<file path="src/rtl/axi_master_if_if.sv">
// AXI4 master-port bundle for axi_master_if: the AW/W/B/AR/R channels.
// master drives address, write data and response-ready; slave drives the rest.
interface axi_master_if_if;
   logic [7:0]  AWID_M;
   logic [31:0] AWADDR_M;
   logic [3:0]  AWLEN_M;
   logic [2:0]  AWSIZE_M;
   logic [1:0]  AWBURST_M;
   logic        AWVALID_M;
   logic        AWREADY_M;

   logic [31:0] WDATA_M;
   logic [3:0]  WSTRB_M;
   logic        WLAST_M;
   logic        WVALID_M;
   logic        WREADY_M;

   logic [7:0]  BID_M;
   logic [1:0]  BRESP_M;
   logic        BVALID_M;
   logic        BREADY_M;

   logic [7:0]  ARID_M;
   logic [31:0] ARADDR_M;
   logic [3:0]  ARLEN_M;
   logic [2:0]  ARSIZE_M;
   logic [1:0]  ARBURST_M;
   logic        ARVALID_M;
   logic        ARREADY_M;

   logic [7:0]  RID_M;
   logic [31:0] RDATA_M;
   logic [1:0]  RRESP_M;
   logic        RLAST_M;
   logic        RVALID_M;
   logic        RREADY_M;

   modport master (
      output AWID_M, AWADDR_M, AWLEN_M, AWSIZE_M, AWBURST_M, AWVALID_M,
      input  AWREADY_M,
      output WDATA_M, WSTRB_M, WLAST_M, WVALID_M,
      input  WREADY_M,
      input  BID_M, BRESP_M, BVALID_M,
      output BREADY_M,
      output ARID_M, ARADDR_M, ARLEN_M, ARSIZE_M, ARBURST_M, ARVALID_M,
      input  ARREADY_M,
      input  RID_M, RDATA_M, RRESP_M, RLAST_M, RVALID_M,
      output RREADY_M
   );

   modport slave (
      input  AWID_M, AWADDR_M, AWLEN_M, AWSIZE_M, AWBURST_M, AWVALID_M,
      output AWREADY_M,
      input  WDATA_M, WSTRB_M, WLAST_M, WVALID_M,
      output WREADY_M,
      output BID_M, BRESP_M, BVALID_M,
      input  BREADY_M,
      input  ARID_M, ARADDR_M, ARLEN_M, ARSIZE_M, ARBURST_M, ARVALID_M,
      output ARREADY_M,
      output RID_M, RDATA_M, RRESP_M, RLAST_M, RVALID_M,
      input  RREADY_M
   );
endinterface

</file>
<file path="src/rtl/axi_master_if.sv">
// AXI4 master bridge: turns one request/stream transaction at a time into an
// INCR burst of 32-bit beats, with a handshake-progress timeout as a debug aid.
module axi_master_if #(
   parameter logic [3:0] MASTER_ID = 4'd0,
   parameter logic [7:0] TIMEOUT   = 8'd255
) (
   input  logic        ACLK,
   input  logic        ARESET,
   input  logic        req_valid,
   output logic        req_ready,
   input  logic        req_write,
   input  logic [31:0] req_addr,
   input  logic [3:0]  req_len,
   input  logic [31:0] wr_data,
   input  logic [3:0]  wr_strb,
   input  logic        wr_valid,
   output logic        wr_ready,
   output logic [31:0] rd_data,
   output logic        rd_valid,
   output logic        rd_last,
   input  logic        rd_ready,
   output logic        done,
   output logic        resp_err,
   axi_master_if_if.master axi
);

   typedef enum logic [2:0] {
      S_IDLE,
      S_AR,
      S_R,
      S_AW,
      S_W,
      S_B,
      S_DONE
   } state_t;

   state_t      state;
   state_t      state_next;
   logic [31:0] addr_q;
   logic [3:0]  len_q;
   logic [3:0]  beat_cnt;
   logic        err_q;
   logic [7:0]  timer_q;

   logic        accept;
   logic        r_hs;
   logic        w_hs;
   logic        b_hs;
   logic        any_hs;
   logic        timeout_hit;
   logic        timeout_abort;
   logic        busy;

   // Response IDs are not checked against the issued ID.
   logic        unused_ids;
   assign unused_ids = ^{axi.RID_M, axi.BID_M};

   assign timeout_hit = (timer_q == (TIMEOUT - 8'd1));
   assign busy        = (state == S_AR) || (state == S_R) || (state == S_AW) ||
                        (state == S_W)  || (state == S_B);

   always_ff @(posedge ACLK or posedge ARESET) begin
      if (ARESET) begin
         state <= S_IDLE;
      end else begin
         state <= state_next;
      end
   end

   // Channel outputs follow the current state; only the active channel is driven.
   always_comb begin
      state_next     = state;
      accept         = 1'b0;
      r_hs           = 1'b0;
      w_hs           = 1'b0;
      b_hs           = 1'b0;
      any_hs         = 1'b0;
      timeout_abort  = 1'b0;

      req_ready      = 1'b0;
      wr_ready       = 1'b0;
      rd_data        = 32'd0;
      rd_valid       = 1'b0;
      rd_last        = 1'b0;
      done           = 1'b0;
      resp_err       = 1'b0;

      axi.AWID_M     = {4'd0, MASTER_ID};
      axi.AWADDR_M   = addr_q;
      axi.AWLEN_M    = len_q;
      axi.AWSIZE_M   = 3'b010;
      axi.AWBURST_M  = 2'b01;
      axi.AWVALID_M  = 1'b0;
      axi.WDATA_M    = 32'd0;
      axi.WSTRB_M    = 4'd0;
      axi.WLAST_M    = 1'b0;
      axi.WVALID_M   = 1'b0;
      axi.BREADY_M   = 1'b0;
      axi.ARID_M     = {4'd0, MASTER_ID};
      axi.ARADDR_M   = addr_q;
      axi.ARLEN_M    = len_q;
      axi.ARSIZE_M   = 3'b010;
      axi.ARBURST_M  = 2'b01;
      axi.ARVALID_M  = 1'b0;
      axi.RREADY_M   = 1'b0;

      case (state)
         S_IDLE: begin
            req_ready = ~ARESET;
            accept    = req_valid & ~ARESET;
            if (accept) begin
               state_next = req_write ? S_AW : S_AR;
            end
         end
         S_AR: begin
            axi.ARVALID_M = 1'b1;
            if (axi.ARREADY_M) begin
               any_hs     = 1'b1;
               state_next = S_R;
            end else if (timeout_hit) begin
               timeout_abort = 1'b1;
               state_next    = S_DONE;
            end
         end
         S_R: begin
            axi.RREADY_M = rd_ready;
            rd_valid     = axi.RVALID_M;
            rd_data      = axi.RDATA_M;
            rd_last      = axi.RLAST_M;
            r_hs         = axi.RVALID_M & rd_ready;
            if (r_hs) begin
               any_hs = 1'b1;
               if (axi.RLAST_M) begin
                  state_next = S_DONE;
               end
            end else if (timeout_hit) begin
               timeout_abort = 1'b1;
               state_next    = S_DONE;
            end
         end
         S_AW: begin
            axi.AWVALID_M = 1'b1;
            if (axi.AWREADY_M) begin
               any_hs     = 1'b1;
               state_next = S_W;
            end else if (timeout_hit) begin
               timeout_abort = 1'b1;
               state_next    = S_DONE;
            end
         end
         S_W: begin
            axi.WVALID_M = wr_valid;
            axi.WDATA_M  = wr_data;
            axi.WSTRB_M  = wr_strb;
            axi.WLAST_M  = (beat_cnt == len_q);
            wr_ready     = axi.WREADY_M;
            w_hs         = wr_valid & axi.WREADY_M;
            if (w_hs) begin
               any_hs = 1'b1;
               if (beat_cnt == len_q) begin
                  state_next = S_B;
               end
            end else if (timeout_hit) begin
               timeout_abort = 1'b1;
               state_next    = S_DONE;
            end
         end
         S_B: begin
            axi.BREADY_M = 1'b1;
            b_hs         = axi.BVALID_M;
            if (b_hs) begin
               any_hs     = 1'b1;
               state_next = S_DONE;
            end else if (timeout_hit) begin
               timeout_abort = 1'b1;
               state_next    = S_DONE;
            end
         end
         S_DONE: begin
            done       = 1'b1;
            resp_err   = err_q;
            state_next = S_IDLE;
         end
         default: begin
            state_next = S_IDLE;
         end
      endcase
   end

   // Request latch, beat counter, sticky error flag and the progress timer.
   always_ff @(posedge ACLK or posedge ARESET) begin
      if (ARESET) begin
         addr_q   <= 32'd0;
         len_q    <= 4'd0;
         beat_cnt <= 4'd0;
         err_q    <= 1'b0;
         timer_q  <= 8'd0;
      end else begin
         if (accept) begin
            addr_q   <= req_addr;
            len_q    <= req_len;
            beat_cnt <= 4'd0;
            err_q    <= 1'b0;
         end
         if (r_hs) begin
            beat_cnt <= beat_cnt + 4'd1;
            err_q    <= err_q | (axi.RRESP_M != 2'b00);
         end
         if (w_hs) begin
            beat_cnt <= beat_cnt + 4'd1;
         end
         if (b_hs) begin
            err_q <= err_q | (axi.BRESP_M != 2'b00);
         end
         if (timeout_abort) begin
            err_q <= 1'b1;
         end
         // Timer restarts on every state change so each phase gets a full budget.
         if ((state_next != state) || any_hs) begin
            timer_q <= 8'd0;
         end else if (busy) begin
            timer_q <= timer_q + 8'd1;
         end
      end
   end

endmodule

</file>
<file path="src/flat_wrapper.sv">
// flat-port wrapper written by rule: the top's interface ports become plain ports
module axi_master_if_flat 
#(
   parameter logic [3:0] MASTER_ID = 4'd0,
   parameter logic [7:0] TIMEOUT   = 8'd255
)
  (ACLK, ARESET, req_valid, req_ready, req_write, req_addr, req_len, wr_data, wr_strb, wr_valid, wr_ready, rd_data, rd_valid, rd_last, rd_ready, done, resp_err, axi_AWID_M, axi_AWADDR_M, axi_AWLEN_M, axi_AWSIZE_M, axi_AWBURST_M, axi_AWVALID_M, axi_AWREADY_M, axi_WDATA_M, axi_WSTRB_M, axi_WLAST_M, axi_WVALID_M, axi_WREADY_M, axi_BID_M, axi_BRESP_M, axi_BVALID_M, axi_BREADY_M, axi_ARID_M, axi_ARADDR_M, axi_ARLEN_M, axi_ARSIZE_M, axi_ARBURST_M, axi_ARVALID_M, axi_ARREADY_M, axi_RID_M, axi_RDATA_M, axi_RRESP_M, axi_RLAST_M, axi_RVALID_M, axi_RREADY_M);
  axi_master_if_if axi_i ();
  input  logic ACLK;
  input  logic ARESET;
  input  logic req_valid;
  output logic req_ready;
  input  logic req_write;
  input  logic [31:0] req_addr;
  input  logic [3:0] req_len;
  input  logic [31:0] wr_data;
  input  logic [3:0] wr_strb;
  input  logic wr_valid;
  output logic wr_ready;
  output logic [31:0] rd_data;
  output logic rd_valid;
  output logic rd_last;
  input  logic rd_ready;
  output logic done;
  output logic resp_err;
  output wire logic [$bits(axi_i.AWID_M)-1:0] axi_AWID_M;
  output wire logic [$bits(axi_i.AWADDR_M)-1:0] axi_AWADDR_M;
  output wire logic [$bits(axi_i.AWLEN_M)-1:0] axi_AWLEN_M;
  output wire logic [$bits(axi_i.AWSIZE_M)-1:0] axi_AWSIZE_M;
  output wire logic [$bits(axi_i.AWBURST_M)-1:0] axi_AWBURST_M;
  output wire logic [$bits(axi_i.AWVALID_M)-1:0] axi_AWVALID_M;
  input wire logic [$bits(axi_i.AWREADY_M)-1:0] axi_AWREADY_M;
  output wire logic [$bits(axi_i.WDATA_M)-1:0] axi_WDATA_M;
  output wire logic [$bits(axi_i.WSTRB_M)-1:0] axi_WSTRB_M;
  output wire logic [$bits(axi_i.WLAST_M)-1:0] axi_WLAST_M;
  output wire logic [$bits(axi_i.WVALID_M)-1:0] axi_WVALID_M;
  input wire logic [$bits(axi_i.WREADY_M)-1:0] axi_WREADY_M;
  input wire logic [$bits(axi_i.BID_M)-1:0] axi_BID_M;
  input wire logic [$bits(axi_i.BRESP_M)-1:0] axi_BRESP_M;
  input wire logic [$bits(axi_i.BVALID_M)-1:0] axi_BVALID_M;
  output wire logic [$bits(axi_i.BREADY_M)-1:0] axi_BREADY_M;
  output wire logic [$bits(axi_i.ARID_M)-1:0] axi_ARID_M;
  output wire logic [$bits(axi_i.ARADDR_M)-1:0] axi_ARADDR_M;
  output wire logic [$bits(axi_i.ARLEN_M)-1:0] axi_ARLEN_M;
  output wire logic [$bits(axi_i.ARSIZE_M)-1:0] axi_ARSIZE_M;
  output wire logic [$bits(axi_i.ARBURST_M)-1:0] axi_ARBURST_M;
  output wire logic [$bits(axi_i.ARVALID_M)-1:0] axi_ARVALID_M;
  input wire logic [$bits(axi_i.ARREADY_M)-1:0] axi_ARREADY_M;
  input wire logic [$bits(axi_i.RID_M)-1:0] axi_RID_M;
  input wire logic [$bits(axi_i.RDATA_M)-1:0] axi_RDATA_M;
  input wire logic [$bits(axi_i.RRESP_M)-1:0] axi_RRESP_M;
  input wire logic [$bits(axi_i.RLAST_M)-1:0] axi_RLAST_M;
  input wire logic [$bits(axi_i.RVALID_M)-1:0] axi_RVALID_M;
  output wire logic [$bits(axi_i.RREADY_M)-1:0] axi_RREADY_M;
  assign axi_AWID_M = axi_i.AWID_M;
  assign axi_AWADDR_M = axi_i.AWADDR_M;
  assign axi_AWLEN_M = axi_i.AWLEN_M;
  assign axi_AWSIZE_M = axi_i.AWSIZE_M;
  assign axi_AWBURST_M = axi_i.AWBURST_M;
  assign axi_AWVALID_M = axi_i.AWVALID_M;
  assign axi_i.AWREADY_M = axi_AWREADY_M;
  assign axi_WDATA_M = axi_i.WDATA_M;
  assign axi_WSTRB_M = axi_i.WSTRB_M;
  assign axi_WLAST_M = axi_i.WLAST_M;
  assign axi_WVALID_M = axi_i.WVALID_M;
  assign axi_i.WREADY_M = axi_WREADY_M;
  assign axi_i.BID_M = axi_BID_M;
  assign axi_i.BRESP_M = axi_BRESP_M;
  assign axi_i.BVALID_M = axi_BVALID_M;
  assign axi_BREADY_M = axi_i.BREADY_M;
  assign axi_ARID_M = axi_i.ARID_M;
  assign axi_ARADDR_M = axi_i.ARADDR_M;
  assign axi_ARLEN_M = axi_i.ARLEN_M;
  assign axi_ARSIZE_M = axi_i.ARSIZE_M;
  assign axi_ARBURST_M = axi_i.ARBURST_M;
  assign axi_ARVALID_M = axi_i.ARVALID_M;
  assign axi_i.ARREADY_M = axi_ARREADY_M;
  assign axi_i.RID_M = axi_RID_M;
  assign axi_i.RDATA_M = axi_RDATA_M;
  assign axi_i.RRESP_M = axi_RRESP_M;
  assign axi_i.RLAST_M = axi_RLAST_M;
  assign axi_i.RVALID_M = axi_RVALID_M;
  assign axi_RREADY_M = axi_i.RREADY_M;
  axi_master_if #(.MASTER_ID(MASTER_ID), .TIMEOUT(TIMEOUT)) u_core (.ACLK(ACLK), .ARESET(ARESET), .req_valid(req_valid), .req_ready(req_ready), .req_write(req_write), .req_addr(req_addr), .req_len(req_len), .wr_data(wr_data), .wr_strb(wr_strb), .wr_valid(wr_valid), .wr_ready(wr_ready), .rd_data(rd_data), .rd_valid(rd_valid), .rd_last(rd_last), .rd_ready(rd_ready), .done(done), .resp_err(resp_err), .axi(axi_i));
endmodule
</file>
<file path="config.mk">
export PLATFORM = sky130hd
export DESIGN_NAME = axi_master_if_flat
export DESIGN_NICKNAME = d
export VERILOG_FILES = /design/src/rtl/axi_master_if_if.sv /design/src/rtl/axi_master_if.sv /design/src/flat_wrapper.sv
export SDC_FILE = /design/constraint.sdc
export NUM_CORES = 1
export LEC_CHECK = 0
export CAP_MARGIN = 20
export CORE_AREA = 2 2 121 123
export CTS_CLUSTER_DIAMETER = 80
export DETAILED_ROUTE_END_ITERATION = 10
export DIE_AREA = 0 0 123 125
export HOLD_SLACK_MARGIN = 0.02
export PLACE_DENSITY_LB_ADDON = 0.05
export SYNTH_ARGS = -nofsm -noshare
export SYNTH_HDL_FRONTEND = slang
export SYNTH_SLANG_ARGS = --single-unit
</file>
<file path="constraint.sdc">
create_clock -name ACLK -period 4.2 [get_ports ACLK]
set_clock_uncertainty 0.15 [all_clocks]
set_input_delay 0.84 -clock ACLK [delete_from_list [all_inputs] [get_ports ACLK]]
set_output_delay 0.84 -clock ACLK [all_outputs]
set_load 0.05 [all_outputs]
</file>
==> results.toml <==
[cells_and_area]
seqCellArea_um2 = 1300
final_core_util_pct = 43.3
multi_input_area_um2 = 1690
fin_nets = 802
diodes = 0
fill_cells = 1402
most-common-layout-cells = "clkdlybuf4s50_1 (261), nand2_1 (121), and2_1 (76)"
final_common_cell = "clkdlybuf4s50_1"
syn2layout_area_growth_pct = 76.6
layout-drive-gt1-share_pct = 5.28

[synthesis]
syn-cell-area_um2 = 3480
async_flop_share_pct = 100
synth_xor_area_share_pct = 2.77
avgSynthCellArea_um2 = 8.01
synth-main-ff-cell = "dfrtp_1"
synth_top_area_share_pct = 37.4
synthMuxAreaShare_pct = 0
postSynthCellCount = 435
synth-simple-area-share_pct = 34.7
synth_compound_area_share_pct = 6.68
yosysTopAreaCell = "dfrtp_1"
synth_top_family_by_area = "simple AND/OR/NAND/NOR gates"
ys_types = 46
seq_area_frac_synth_pct = 37.4
synth_area_leaders = "dfrtp_1 (37%), buf_4 (14%), and2_1 (14%)"
synth-seq-cells = 52
synth_warnings = 0
synth_fa_ha_area_share_pct = 1.44
synth_edf_count = 0

[critical_path]
cp_max_fo = 14
endpoint_kind = "output pin"
critPathArrivalTime_ns = 2.61
crit_path_start = "u_core.state[2]"
cp-endpoint = "axi_WLAST_M"
r2r_start = "u_core.state[2]"
reg2reg_slack_ns = 1.74
crit_type = "register to output pin"
critPathRequiredTime_ns = 3.21
worstRegToRegCells = 6
rr_endpoint = "u_core.timer_q[1]"
start_kind = "register"

[timing]
fin_setup_tns_ns = 0
fmax_ghz = 0.278
setup-violations-final = 0
grt_setup_unrepaired = "no"
timing.final.crit_share_pct = 85.7
holdWs_ns = 0.350
fin_crit_ns = 3.60
tightestPinTransition_ns = 0.611
hold_viol = 0
drv_slew = 0
max_slew_margin_pct = 59.2

[drt]
drc = 0
drt_iter0_markers = 164
ant_nets = 0
firstDrtPassIters = 4
via_count = 3640
via_per_inst = 4.30
finalWirelength_um = 12400
wl_per_cell_um = 14.6

[clock_tree]
cts.repair.resized = 0
htree_levels = 2
cts_made_buffers = 5
postCtsHoldBufs = 0
cts_root_buf = "clkbuf_16"
cts_tree = "built"
postCtsSetupBuffers = 0
clk_path_buf_depth = 2
cts.sinks = 52
clock_latency_ns = 0.29
clk_pin_slew_ns = 0.06

[floorplanning]
coreArea_um2 = 14200
row_count = 44
pin_count = 314
dieArea_um2 = 15400
fp.dieH_um = 125
initial_core_util_pct = 24.5
chipWidth_um = 123

[grt]
grt_usage_pct = 15.7
grt_pass1_wl_um = 19100
grt_pass1_vias = 3574
antenna_found_initial = 0
grt_max_degree = 40
grt.overflow.total = 0

[run_status]
run_status = "complete, no violations"

[pwr]
combPwrFrac_pct = 73.7
p_switching_mw = 2.86
p_leak_nw = 2.68
power_density_nw_per_um2 = 815
switching_share_pct = 57.1
ir_drop_mv = 0.307
p_int_mw = 2.15
pwr-share-clk_pct = 8.2
sequentialPowerShare_pct = 18.1

[placed_design]
io_buffers = 271
place.gp.congestion = 0.791
hpwl_um = 10000

[worst_hold_path]
hold_path.class = "register to register"

[flow_run]
maxCapViolations = 0
[registers in the layout, summed over array words and instances, names as in the netlist]
| name | flops |
|---|---|
| u_core.err_q | 1 |
| u_core.beat_cnt | 4 |
| u_core.axi.ARADDR_M | 32 |
| u_core.state | 3 |
| u_core.timer_q | 8 |
| u_core.axi.ARLEN_M | 4 |
[kinds of logic (layout without fill, tap and decap cells)]
| family | after synthesis | count (layout) |
|---|---|---|
| DFF | 52 | 52 |
| adders and majority gates | 4 | 4 |
| xor gates and xnor gates | 11 | 11 |
| other | 2 | 26 |
| and+or+nand+nor | 245 | 245 |
| AOI/OAI and AO/OA | 33 | 33 |
| buffers and inverters | 88 | 292 |
[worst max-delay path, cell delays in order, from the launching register on]
cell	delay, ns
dfrtp_1	0.63
buf_4	0.23
inv_2	0.07
nor4_1	0.47
clkdlybuf4s50_1	0.92
[through the flow]
step	std cells	instance area, um2	setup slack, ns	total power, mW
6_report	847	6150	0.600	5.02
3_5_place_dp	839	6000	0.754	4.64
2_1_floorplan	459	3570	0.781	3.61
4_1_cts	847	6150	0.477	5.07
3_3_place_gp	839	6000	0.775	4.62
5_1_grt	847	6150	0.471	5.31
[worst min path at each step]
stage | slack (ns) | end | from | depth (start not counted)
floorplan | 0.32 | u_core.beat_cnt[3] | u_core.beat_cnt[3] | 1
global placement | 0.33 | u_core.axi.ARADDR_M[4] | u_core.axi.ARADDR_M[4] | 2
detailed placement | 0.34 | u_core.axi.ARADDR_M[18] | u_core.axi.ARADDR_M[18] | 2
CTS | 0.36 | u_core.axi.ARADDR_M[18] | u_core.axi.ARADDR_M[18] | 2
global route | 0.39 | u_core.axi.ARADDR_M[2] | u_core.axi.ARADDR_M[2] | 2
finish | 0.35 | u_core.axi.ARADDR_M[18] | u_core.axi.ARADDR_M[18] | 2
[synthesized netlist by cell type, types with 2 or more instances]
cell	instances
and3_1	3
nor3b_1	2
o21ai_0	11
xnor2_1	7
o22ai_1	2
buf_4	65
nand3_1	7
nand4_1	4
xor2_1	4
a22oi_1	2
nand2b_1	3
nand4b_1	2
and2_1	76
and4_1	2
nor3_1	3
nor2_1	15
a31oi_1	3
ha_1	4
conb_1	2
a21oi_1	3
nand2_1	121
buf_2	4
a22o_1	2
inv_1	4
clkbuf_1	12
dfrtp_1	52
[cell type report]
| cell class | instances | share of cell area [%] |
|---|---|---|
| Tap cell | 184 | 3.74 |
| Timing Repair Buffer | 279 | 44.9 |
| Multi-Input combinational cell | 319 | 27.5 |
| Inverter | 5 | 0.305 |
| Clock inverter | 1 | 0.122 |
| Sequential cell | 52 | 21.2 |
| Clock buffer | 7 | 2.32 |
[power by group through the flow]
stage | Sequential (mW) | Combinational, mW | Clock (mW)
after floorplan | 1.41 | 2.19 | 0
after global placement | 0.906 | 3.71 | 0
after detailed placement | 0.921 | 3.72 | 0
after CTS | 0.912 | 3.73 | 0.434
after global routing | 0.946 | 3.91 | 0.457
final | 0.906 | 3.70 | 0.413
[layer usage]
layer  GRT usage (%)  share of wire (%)  up-vias
li1                -                  -     1750
met5               0                  0        -
met4            3.54                1.3        0
met1            18.4                 38     1693
met3            4.65                9.5       10
met2            27.9                 51      187
Power figures use the tool's default switching activity.
